File: src/rtl/mux4_scan_pkg.sv
// mux4_scan_pkg: shared state type and channel constants for the mux4 scan sequencer
package mux4_scan_pkg;
  typedef enum logic {IDLE, RUN} state_t;
  localparam int NCH = 4;
  localparam int SEL_W = 2;
endpackage

File: src/rtl/mux4_scan_sequencer_rr_next_ch.sv
// rr_next_ch: next higher enabled channel, last flag and lowest enabled channel of a mask
module rr_next_ch
  import mux4_scan_pkg::*;
(
  input  logic [NCH-1:0]   mask,
  input  logic [SEL_W-1:0] cur,
  output logic [SEL_W-1:0] nxt,
  output logic             last,
  output logic [SEL_W-1:0] first
);
  always_comb begin
    first = '0;
    nxt = cur;
    last = 1'b1;
    for (int i = NCH - 1; i >= 0; i--) begin
      if (mask[i]) first = SEL_W'(i);
      if (mask[i] && i > int'(cur)) begin
        nxt = SEL_W'(i);
        last = 1'b0;
      end
    end
  end
endmodule

File: src/rtl/mux4_scan_sequencer.sv
// mux4_scan_sequencer: maskable, dwell-timed scan of a 4:1 mux sel with per-channel capture and frame assembly
module mux4_scan_sequencer
  import mux4_scan_pkg::*;
#(
  parameter int DWELL_W = 4
) (
  input  logic               clk,
  input  logic               rst,
  input  logic               start,
  input  logic               stop,
  input  logic               continuous,
  input  logic [NCH-1:0]     en_mask,
  input  logic [DWELL_W-1:0] dwell,
  input  logic               y_in,
  output logic [SEL_W-1:0]   sel,
  output logic               busy,
  output logic               sample_valid,
  output logic [SEL_W-1:0]   sample_ch,
  output logic               sample_bit,
  output logic [NCH-1:0]     frame,
  output logic               frame_valid
);
  state_t state_q, state_d;
  logic [DWELL_W-1:0] cnt_q, cnt_d, dwell_q, dwell_d;
  logic [NCH-1:0] mask_q, mask_d, acc_q, acc_d, frame_q, frame_d, cap, rr_mask;
  logic [SEL_W-1:0] sel_q, sel_d, sch_q, sch_d, nxt, first;
  logic cont_q, cont_d, sv_q, sv_d, sb_q, sb_d, fv_q, fv_d, last;
  assign rr_mask = (state_q == IDLE) ? en_mask : mask_q;
  assign cap = acc_q | (NCH'(y_in) << sel_q);
  rr_next_ch u_rr (.mask(rr_mask), .cur(sel_q), .nxt(nxt), .last(last), .first(first));
  always_comb begin
    state_d = state_q;
    cnt_d = cnt_q;
    dwell_d = dwell_q;
    mask_d = mask_q;
    acc_d = acc_q;
    frame_d = frame_q;
    sel_d = sel_q;
    sch_d = sch_q;
    cont_d = cont_q;
    sb_d = sb_q;
    sv_d = 1'b0;
    fv_d = 1'b0;
    if (state_q == IDLE) begin
      if (start && |en_mask) begin
        state_d = RUN;
        mask_d = en_mask;
        dwell_d = dwell;
        cont_d = continuous;
        sel_d = first;
        cnt_d = '0;
        acc_d = '0;
      end
    end else if (stop) begin
      state_d = IDLE;
    end else if (cnt_q == dwell_q) begin
      sv_d = 1'b1;
      sb_d = y_in;
      sch_d = sel_q;
      acc_d = cap;
      cnt_d = '0;
      if (!last) begin
        sel_d = nxt;
      end else begin
        frame_d = cap;
        fv_d = 1'b1;
        acc_d = '0;
        sel_d = cont_q ? first : sel_q;
        state_d = cont_q ? RUN : IDLE;
      end
    end else begin
      cnt_d = cnt_q + DWELL_W'(1);
    end
  end
  always_ff @(posedge clk) begin
    if (rst) begin
      state_q <= IDLE;
      cnt_q <= '0;
      dwell_q <= '0;
      mask_q <= '0;
      acc_q <= '0;
      frame_q <= '0;
      sel_q <= '0;
      sch_q <= '0;
      cont_q <= 1'b0;
      sv_q <= 1'b0;
      sb_q <= 1'b0;
      fv_q <= 1'b0;
    end else begin
      state_q <= state_d;
      cnt_q <= cnt_d;
      dwell_q <= dwell_d;
      mask_q <= mask_d;
      acc_q <= acc_d;
      frame_q <= frame_d;
      sel_q <= sel_d;
      sch_q <= sch_d;
      cont_q <= cont_d;
      sv_q <= sv_d;
      sb_q <= sb_d;
      fv_q <= fv_d;
    end
  end
  assign sel = sel_q;
  assign busy = (state_q == RUN);
  assign sample_valid = sv_q;
  assign sample_ch = sch_q;
  assign sample_bit = sb_q;
  assign frame = frame_q;
  assign frame_valid = fv_q;
endmodule

File: config.mk
export PLATFORM = sky130hd
export DESIGN_NAME = mux4_scan_sequencer
export DESIGN_NICKNAME = d
export VERILOG_FILES = /design/src/rtl/mux4_scan_pkg.sv /design/src/rtl/mux4_scan_sequencer_rr_next_ch.sv /design/src/rtl/mux4_scan_sequencer.sv
export SDC_FILE = /design/constraint.sdc
export NUM_CORES = 1
export LEC_CHECK = 0
export CAP_MARGIN = 25
export CORE_ASPECT_RATIO = 1.1
export CORE_MARGIN = 1.5
export CORE_UTILIZATION = 53
export CTS_BUF_LIST = sky130_fd_sc_hd__clkbuf_8
export CTS_CLUSTER_SIZE = 28
export DETAILED_ROUTE_END_ITERATION = 8
export GPL_TIMING_DRIVEN = 0
export PLACE_DENSITY_LB_ADDON = 0.12
export SLEW_MARGIN = 40
export SYNTH_ARGS = -nofsm -noshare
export SYNTH_HDL_FRONTEND = slang
export SYNTH_HIERARCHICAL = 1
export SYNTH_SLANG_ARGS = --single-unit
File: constraint.sdc
create_clock -name clk -period 2.4 [get_ports clk]
set_clock_uncertainty 0.05 [all_clocks]
set_input_delay 0.48 -clock clk [delete_from_list [all_inputs] [get_ports clk]]
set_output_delay 0.48 -clock clk [all_outputs]
set_load 0.03 [all_outputs]
# Yosys cells after proc, flatten, opt, wreduce, memory -nomap -nowiden
# Cells that the tools add are included.
# Widths: inputs -> output; s select.
totals:
  ff_bits: 29
  in_bits: 14
  out_inout_bits: 12
  word_cells: 73
op_classes:
  add_sub_neg: 1
  magnitude_cmp: 3
  n_eq_ne: 5
  n_shift: 1
  mux: 33
  bitwise_logic: 4
  n_reduce_logical: 14
ops:
  columns: ["operator", "n"]
  rows:
  - ["$mux 4", 9]
  - ["$mux 2", 13]
  - ["$mux 1", 11]
  - ["$reduce_or 4->1", 2]
  - ["$reduce_and 3->1", 2]
  - ["$ne 5x1->1 const B", 1]
  - ["$reduce_and 5->1", 1]
  - ["$add 4x1->4 const B", 1]
  - ["$eq 4x4->1", 1]
  - ["$gt 2x2->1 const A", 2]
  - ["$logic_and 1x1->1", 4]
  - ["$or 4x4->4", 1]
  - ["$reduce_and 2->1", 2]
  - ["$reduce_and 4->1", 1]
  - ["$shl 1x2->4", 1]
  - ["$ne 3x3->1 const B", 1]
  - ["$not 1->1", 3]
  - ["$reduce_or 3->1", 1]
  - ["$gt 1x2->1 const A", 1]
  - ["$ne 2x1->1 const B", 1]
  - ["$ne 2x2->1 const B", 1]
  - ["$reduce_bool 2->1", 1]

# Depth between registers and ports, before layout
# Gate-level depths: netlist of the first run.
depth:
  ltp_word: 10
  ltp_mapped: 8
  depth_no_buf: 7

# By module
# The synthesis of the first run kept the hierarchy.
by_module_without_submodules:
  columns: ["mod", "n_inst", "cells_per_inst", "area_each_um2", "seq_area_each_um2"]
  rows:
  - ["mux4_scan_sequencer", 1, 148, 1306.3, 580.6]
  - ["rr_next_ch", 1, 15, 75.1, 0.0]

# Worst setup path before layout of the first run
# OpenSTA, ideal clock, no wires.
synth_timing:
  path_kind: "flip-flop to flip-flop"
  start: "register state_q, in the netlist busy"
  end: "register sel_q[0], in the netlist sel[0]"
  setup_time_ns: 0.123
  arrival_time_ns: 2.196
  required_time_ns: 2.227
  path_slack_ns: 0.031
  path_stages_with_launch: 9
  n_path_buf: 1
  period_less_slack_ns: 2.369
  path_cell_list: "dfxtp_1 buf_2 mux2_2 nor2_1 o22a_1 nand2b_1 mux2i_1 nor2_1 mux2_1"
synth_via:
  word_cells_on_any_way: 25
  cone_classes: "eq/ne (4); mux (16); reduce/logical (5)"
synth_rtl:
  columns: ["item", "line_no", "source"]
  rows:
  - ["from (decl)", "mux4_scan_sequencer.sv:23", "state_t state_q, state_d;"]
  - ["from (signal assigned)", "mux4_scan_sequencer.sv:90", "state_q <= state_d;"]
  - ["$mux 4 (*)", "mux4_scan_sequencer.sv:28", "assign rr_mask = (state_q == IDLE) ? en_mask : mask_q;"]
  - ["named net rr_mask[3]", "mux4_scan_sequencer.sv:25", "logic [NCH-1:0] mask_q, mask_d, acc_q, acc_d, frame_q, frame_d, cap, rr_mask;"]
  - ["$logic_and 1x1->1 (*)", "mux4_scan_sequencer_rr_next_ch.sv:17", "if (mask[i] && i > int'(cur)) begin"]
  - ["$mux 1 (*) (3 in series)", "mux4_scan_sequencer_rr_next_ch.sv:17", null]
  - ["named net last", "mux4_scan_sequencer.sv:27", "logic cont_q, cont_d, sv_q, sv_d, sb_q, sb_d, fv_q, fv_d, last;"]
  - ["$mux 2", "mux4_scan_sequencer.sv:62", "if (!last) begin"]
  - ["$mux 2", "mux4_scan_sequencer.sv:56", "end else if (cnt_q == dwell_q) begin"]
  - ["$mux 2", "mux4_scan_sequencer.sv:54", "end else if (stop) begin"]
  - ["$mux 2", "mux4_scan_sequencer.sv:44", "if (state_q == IDLE) begin"]
  - ["to (signal assigned)", "mux4_scan_sequencer.sv:96", "sel_q <= sel_d;"]
  - ["to (decl)", "mux4_scan_sequencer.sv:26", "logic [SEL_W-1:0] sel_q, sel_d, sch_q, sch_d, nxt, first;"]
# Mark *: on every way through the listed nets, which the timed path passes. The rest lies on a longest branch. The select of a mux whose other input is x is not followed.
# A chain may end at the register's enable or synchronous reset.

# Final worst setup path of the first run
layout_timing:
  start: "register state_q, in the netlist busy"
  end: "register sel_q[1], in the netlist sel[1]"
# The elaborated chain is that of the path after synthesis.

==> results, run 1 <==
- The post-layout net count is 210.
- The number of cells produced by synthesis is 163.
- The tree is rooted in a sky130_fd_sc_hd__clkbuf_8.
- By area, the combinational part of the netlist is dominated by simple AND/OR/NAND/NOR gates.
- The number of global-route vias before repair is 1346.
- The overall power after layout is 1.25 mW.
- The data arrival time of the critical path is 2400 ps.
- The area fraction in compound gates after synthesis is 0.208.
- The share of layout cells above drive strength 1 is 0.102.
- The headroom to the max-slew limit is 0.660.
- The routed layout has 1344 vias.
- Along the worst path, the maximum fanout reaches 10.
- Once detail routing completed, the nets flagged for antenna violations numbered 0.
- The worst reg2reg path depth is 8.
- The part of the power in registers is 0.411.
- Counting every sink on the clock net gives 29.
- Measured on the finished design, the core utilization comes to 0.719.
- Sorting the synthesized cells by how often they occur yields sky130_fd_sc_hd__dfxtp_1 (29), sky130_fd_sc_hd__nand2_1 (21), sky130_fd_sc_hd__a21oi_1 (19).
- The simple logic cell fraction of the synthesized area is 0.216.
- The number of top-level pins is 26.
- The floorplan has 19 rows.
- The part of the power in combinational logic is 0.179.
- The worst path needs 2280 ps of the cycle, external delays included.
- The dominant cell type by area after synthesis is sky130_fd_sc_hd__dfxtp_1.
- The Yosys step of the flow raised 6 warnings.
- The portion of the post-synthesis area used by sequential elements is 0.420.
- In the post-synthesis netlist, the biggest area contributors are sky130_fd_sc_hd__dfxtp_1 (42%), sky130_fd_sc_hd__a21oi_1 (6.9%), sky130_fd_sc_hd__nand2_1 (5.7%).
- The total power per unit cell area is 699 nW/um^2.
- The share of synthesized area in the top cell type comes to 0.420.
- Setup repair after global routing left no endpoint under its margin.
- The number of antenna violations at the first check in global routing was 0.
- The first routing iteration left 48 violations.
- The initial standard-cell utilization of the core is 0.553.
- At the pin with the least slew margin, the transition time is 510 ps.
- Setup slack on the worst reg-to-reg path comes out at 120 ps.
- The number of nets handed over by synthesis was 178.
- The min-delay analysis places its worst path in the category register to register.
- After synthesis, the share of cell area in mux cells is 0.0634.
- The placed wire-length estimate is 2410 um.
- TritonCTS built the clock tree.
- Timing would allow up to 439 MHz.
- The number of levels in the clock H-tree is 2.
- The startpoint class of the critical path is a register.
- Of the total synthesized cell area, the portion taken by XOR and XNOR cells is 0.0380.
- The number of instances on the worst hold path is 2.
- The share of the clock period used by the worst path is 0.950.
- The die is 56.5 um tall.
- Before CTS, the worst setup slack after placement is -229 ps.
- The first detailed-routing pass took 4 iterations.
- The number of remaining DRC errors is 0.
- In the final routed layout, each cell accounts on average for 15.4 um.
- The mapped netlist covers 1380 um^2.
- For this design, the CTS-stage hold fixing added 0 buffers.
- Among all cell types in the netlist, the one instantiated most often is sky130_fd_sc_hd__dfxtp_1.
- VDD sags by at most 0.641 mV.
- After synthesis, the share of flip-flops with an asynchronous set or reset is 0.
- The area growth from synthesis to layout is 30.0%.
- The aggregate global-route resource usage is 0.278.
- Max-cap violations in this run came to 0.
- After routing the design area is 1800 um^2.
- Synthesis inferred 29 register bits.
- The floorplan die width is 51.7 um.
- The reported leakage power is 0.636 nW.
- The total area inside the core boundary comes to 2500 um^2.
- The clock power share is 0.410.
- The placement-stage cell area is 1670 um^2.
- In this run, distinct cell masters in the synthesized netlist total 36.
- In the synthesized netlist the dominant register cell turns out to be sky130_fd_sc_hd__dfxtp_1.
- The aggregate global routing overflow is 0.
- The number of CTS-inserted buffers is 5.
- The switching fraction of total power is 0.263.
- The number of buffers added on ports is 25.
- In the final timing run, aggregate negative setup slack is 0 ps.
- For the worst-skew pair, the clock arrives at the later sink with an insertion delay of 280 ps.
- By startpoint and endpoint, the worst setup path is classified as register to register.
- Entering global routing, the biggest net connects 11 pins.
- Setup slack on the critical path of the routed design comes to 121 ps.
- The number of max-slew violations in the final report is 0.
- The longest clock path from root to sink contains 2 buffers.
- The wire length reported by the detailed router is 3490 um.
- Setup violations remaining at the end of the flow were counted as 0.
- The routability-driven placement congestion ratio is 0.816.
- The worst setup path is captured at a register.
- The internal power component is 924 uW.
- The number of vias per cell is 5.92.
- The final number of hold-violating endpoints is 0.
- For this design the total switching power over the nets is 331 uW.
- Data on the critical path is required at its endpoint by 2520 ps.
- The area enclosed by the die boundary is 2920 um^2.
- Dividing the synthesized area by the synthesized cell count gives 8.47 um^2.
- The run finished with clean final reports.
- The share of synthesized cell area in full adder, half adder and majority cells is 0.00906.
- The wire length of the first global-routing pass is 6090 um.
- The count of flip-flops with a built-in enable after synthesis is 0.
- Once the clock tree was built, the setup fixing pass inserted 0 buffers.
- The clock-pin slew reported for the worst setup and hold paths after clock tree synthesis is 60 ps.
- The count of antenna diodes in the layout is 0.
-- worst max-delay path, cell delays in order (launching register included) --
cell	delay, ps
sky130_fd_sc_hd__dfxtp_1	390
sky130_fd_sc_hd__buf_4	210
sky130_fd_sc_hd__mux2_2	400
sky130_fd_sc_hd__nor2_2	160
sky130_fd_sc_hd__o22a_1	200
sky130_fd_sc_hd__nand2b_2	210
sky130_fd_sc_hd__mux2i_1	200
sky130_fd_sc_hd__nor2_1	50
sky130_fd_sc_hd__mux2_1	280
-- what timing repair did --
item                                   4_1_cts  5_1_grt
resized for setup                            1        5
endpoints found under the hold margin        0        0
setup endpoints to repair                    2        7
-- through the flow --
stage	hold WS [ps]	instances
finish	419	227
global route	429	227
CTS	417	227
detailed placement	407	219
global placement	391	219
floorplan	383	163
-- power groups by stage --
stage | clock network, mW | registers (mW) | logic (mW)
floorplan | 0 | 0.537 | 0.129
global placement | 0 | 0.525 | 0.209
detailed placement | 0 | 0.526 | 0.215
CTS | 0.517 | 0.516 | 0.220
global route | 0.543 | 0.518 | 0.245
finish | 0.514 | 0.516 | 0.224
-- placed cells by master (no fill, tap or decap), types with 2 or more instances in the layout --
cell,count
sky130_fd_sc_hd__dfxtp_1,29
sky130_fd_sc_hd__clkdlybuf4s50_1,25
sky130_fd_sc_hd__nand2_1,21
sky130_fd_sc_hd__a21oi_1,19
sky130_fd_sc_hd__nor2_1,9
sky130_fd_sc_hd__a31oi_1,8
sky130_fd_sc_hd__clkbuf_1,7
sky130_fd_sc_hd__o21ai_0,6
sky130_fd_sc_hd__clkbuf_8,6
sky130_fd_sc_hd__inv_1,5
sky130_fd_sc_hd__mux2_2,4
sky130_fd_sc_hd__xnor2_1,4
sky130_fd_sc_hd__nand3_1,4
sky130_fd_sc_hd__or4_1,4
sky130_fd_sc_hd__o211ai_1,4
sky130_fd_sc_hd__a311oi_1,4
sky130_fd_sc_hd__nor2b_1,3
sky130_fd_sc_hd__nand4_1,3
sky130_fd_sc_hd__buf_4,2
sky130_fd_sc_hd__nand2b_1,2
sky130_fd_sc_hd__xor2_1,2
sky130_fd_sc_hd__nor4_1,2
sky130_fd_sc_hd__mux2i_1,2
sky130_fd_sc_hd__mux2_1,2
sky130_fd_sc_hd__a22oi_1,2
-- worst paths after layout --
kind | startpoint | end
max | busy | sel[1]
max reg2reg | busy | sel[1]
min reg2reg | mask_q[2] | mask_q[2]
min | mask_q[2] | mask_q[2]
-- per-layer routing --
layer	routed length, um	track usage	up-vias
met5	0	0	-
met3	178	0.0798	9
met1	1490	0.345	631
met2	1760	0.460	47
met4	64	0.0865	0
li1	-	-	657
-- state kept, by name, indices dropped and copies added, names as in the netlist --
signal / count
acc_q: 4
cnt_q: 4
busy: 1
cont_q: 1
dwell_q: 4
mask_q: 4
frame: 4
sample_ch: 2
sample_bit: 1
sel: 2
sample_valid: 1
frame_valid: 1
-- cells by family (layout without fill, tap and decap cells) --
family / count (synthesis) / after routing
DFF: 29 / 29
and+or+nand+nor: 58 / 58
buffers and inverters: 15 / 48
adders and majority gates: 1 / 1
AOI/OAI and AO/OA: 46 / 46
xor gates and xnor gates: 6 / 6
muxes: 8 / 8
-- final cells by class --
type / count / area [um^2]
flip-flops and latches: 29 / 581
fillers: 204 / 701
inverters: 4 / 15.0
repair buffers: 25 / 250
clock inverters: 2 / 33.8
well taps: 31 / 38.8
multi-input cells: 119 / 743
clock buffers: 6 / 82.6
plain buffers: 11 / 51.3
(Power assumes the default switching activity.)
==> inputs of run 2 (changes only) <==
- SKIP_CTS_REPAIR_TIMING: unset -> 1
==> results of run 2 <==
No change in the layout: final DEF, timing and power equal those of run 1.
==> inputs of run 3 (changes only) <==
- CELL_PAD_IN_SITES_DETAIL_PLACEMENT: unset -> 0
- CELL_PAD_IN_SITES_GLOBAL_PLACEMENT: unset -> 1
- CORE_UTILIZATION: 53 -> 29
- SLEW_MARGIN: 40 -> unset
==> results, run 3 (synthesis gave the netlist of run 1 again) <==
- The flow ran to the end, and the final reports show no timing, DRC or antenna violations.
- The wire length of the first global-routing pass is 6290 um (+3.4%).
- The post-route antenna net violation count is 0 (unchanged).
- The later-pin clock latency in the skew report is 280 ps (about the same).
- The routability-driven placement congestion ratio is 0.795 (-2.6%).
- The CTS tree is yes.
- The commonest non-fill, non-tap cell in the layout is sky130_fd_sc_hd__dfxtp_1.
- The number of buffers and inverters on the critical path was 1 (unchanged).
- The number of remaining DRC errors is 0 (unchanged).
- The number of maximum-capacitance constraint violations is 0 (unchanged).
- The cell sitting at the root of the clock tree is a sky130_fd_sc_hd__clkbuf_8.
- The number of CTS-inserted buffers is 5 (unchanged).
- The slowest library cell on the worst path is sky130_fd_sc_hd__clkdlybuf4s50_1.
- The average detailed-routed wire length per instance is 14.7 um (-4.3%).
- The clock-pin slew reported for the worst setup and hold paths after clock tree synthesis is 60 ps (about the same).
- The overall power after layout is 1.15 mW (-8.3%).
- The startpoint class of the critical path is an input pin.
- The area of the core is 4620 um^2 (+85%).
- The utilization of the core after routing came to 0.389 (-0.330).
- STA classifies the critical path endpoint as a register.
- The fmax was 441 MHz (+0.46%).
- The total non-filler cell area in the finished layout came to 1800 um^2 (about the same).
- The initial standard-cell utilization of the core was 0.299 (-0.254).
- The post-layout net count is 210 (unchanged).
- The number of cells after detailed placement is 244 (+11%).
- The headroom to the max-slew limit is 0.619 (-0.0404).
- The critical path goes through clkdlybuf4s50_1, mux2_2, nor2_2, o22a_1, nand2b_2, or4_1, a21oi_1.
- The number of top-level pins is 26 (unchanged).
- The largest net degree at the start of global routing was 11 (unchanged).
- The buffer levels on the longest clock path is 2 (unchanged).
- The total of endpoints with negative setup slack in the final report came to 0 (unchanged).
- The placed wire-length estimate is 2700 um (+12%).
- The minimum period implied by the final worst setup slack is 2270 ps (-10.4 ps).
- The smallest hold slack is 412 ps (-6.78 ps).
- The met2 track demand over resource in global routing came to 0.267 (-0.193).
- Leaving out fill and tap cells, the most frequent cells in the layout are sky130_fd_sc_hd__dfxtp_1 (29), sky130_fd_sc_hd__clkdlybuf4s50_1 (25), sky130_fd_sc_hd__nand2_1 (21).
- The CTS sink count is 29 (unchanged).
- The area occupied by multi-input gates came to 743 um^2 (unchanged).
- The count of antenna diodes in the layout came to 0 (unchanged).
- The slack of the worst reg-to-reg path is 170 ps (+50 ps).
- The number of levels in the clock H-tree is 2 (unchanged).
- The share of layout cells above drive strength 1 is 0.0974 (-0.00460).
- The tightest min-delay check is of the register to register type.
- The largest voltage drop on the vdd net was 0.279 mV (-57%).
- The global-route met3 utilization is 0.0487 (-0.0310).
- The DRC violation total after the first TritonRoute iteration is 68 (+42%).
- The busiest metal layer after global routing is met2.
- The placement-stage cell area is 1700 um^2 (+1.9%).
- The area enclosed by the die boundary is 5190 um^2 (+78%).
- Setup repair after global routing left no endpoint under its margin.
- The required time of the worst setup path is 2550 ps (+30 ps).
- The floorplan die width is 68.8 um (+33%).
- The filler-free cell count of the finished design is 251 (+11%).
- The number of max-slew violations in the final report is 0 (unchanged).
- The number of vias per cell is 5.30 (-11%).
- The wire length reported by the detailed router is 3700 um (+5.8%).
- The number of buffers added on ports was 25 (unchanged).
- The data arrival time of the critical path came to 2420 ps (+20 ps).
- The cell class contributing the biggest share of worst-path delay is simple AND/OR/NAND/NOR gates.
- The aggregate global routing overflow was 0 (unchanged).
- The final number of hold-violating endpoints is 0 (unchanged).
- The worst stage delay on the critical path was 510 ps (+110 ps).
- The share of the clock period used by the worst path is 0.945 (-0.00432).
- The fill cell instance count of the final layout came to 492 (+140%).
- The setup path with the least slack is of type input pin to register.
- The layout-stage area growth over the synthesis result is 30.1% (about the same).
- The summed negative setup slack over all endpoints is 0 ps (unchanged).
- The worst setup slack after placement is -228 ps (+1.04 ps).
- The slack of the critical path is 131 ps (+10.4 ps).
- The worst-margin pin slew is 571 ps (+60.6 ps).
- The aggregate global-route resource usage came to 0.167 (-0.112).
- The total via count after detailed routing is 1330 (-1.0%).
- The number of global-route vias before repair is 1316 (-2.2%).
- The met1 track demand over resource was 0.210 (-0.135).
- The reported leakage power is 0.622 nW (-2.2%).
- The first-pass iteration count of the detailed router is 4 (unchanged).
- The floorplan row count is 26 (+7).
- The area taken by flip-flops and latches is 581 um^2 (unchanged).
- The die height is 75.4 um (+33%).
- The total power per unit cell area is 640 nW/um^2 (-8.4%).
- The number of antenna violations at the first check in global routing is 0 (unchanged).
- The largest fanout of any net on the critical path was 6 (-4).
## run 3: changes by cell type in the layout (fill, tap and decap cells not counted), sizes merged
cell,change
bufinv,-1
## run 3: area by class of cell
cell class / count / share of cell area
flip-flops and latches: 29 / 0.323
repair buffers: 25 / 0.139
clock inverters: 1 / 0.00209
well taps: 56 / 0.0390
clock buffers: 6 / 0.0460
plain buffers: 11 / 0.0286
inverters: 4 / 0.00836
multi-input cells: 119 / 0.414
## run 3: worst min-delay path: cells and delay by family (launching register included)
family / cells / cell delay, ps
flip-flops: 1 / 310
AND/OR/NAND/NOR: 1 / 50
AO/OA/AOI/OAI: 1 / 50
## run 3: where the power goes
part,total [mW],switching [mW],internal [mW]
combinational,0.224,0.132,0.0915
sequential,0.516,0.0171,0.499
clock,0.410,0.187,0.223
## run 3: path summary, 6_finish.rpt
kind	startpoint	end	cells past startpoint
setup / recovery	en_mask[3]	acc_q[1]	7
hold / removal	mask_q[0]	mask_q[0]	2
setup reg to reg	busy	sel[1]	8
hold reg to reg	mask_q[0]	mask_q[0]	2
## run 3: layer usage
metal,share of wire,vias to the layer above,wire [um]
li1,-,654,-
met1,0.46,633,1690
met2,0.48,38,1760
met3,0.050,5,185
met4,0.016,0,58
met5,0,-,0
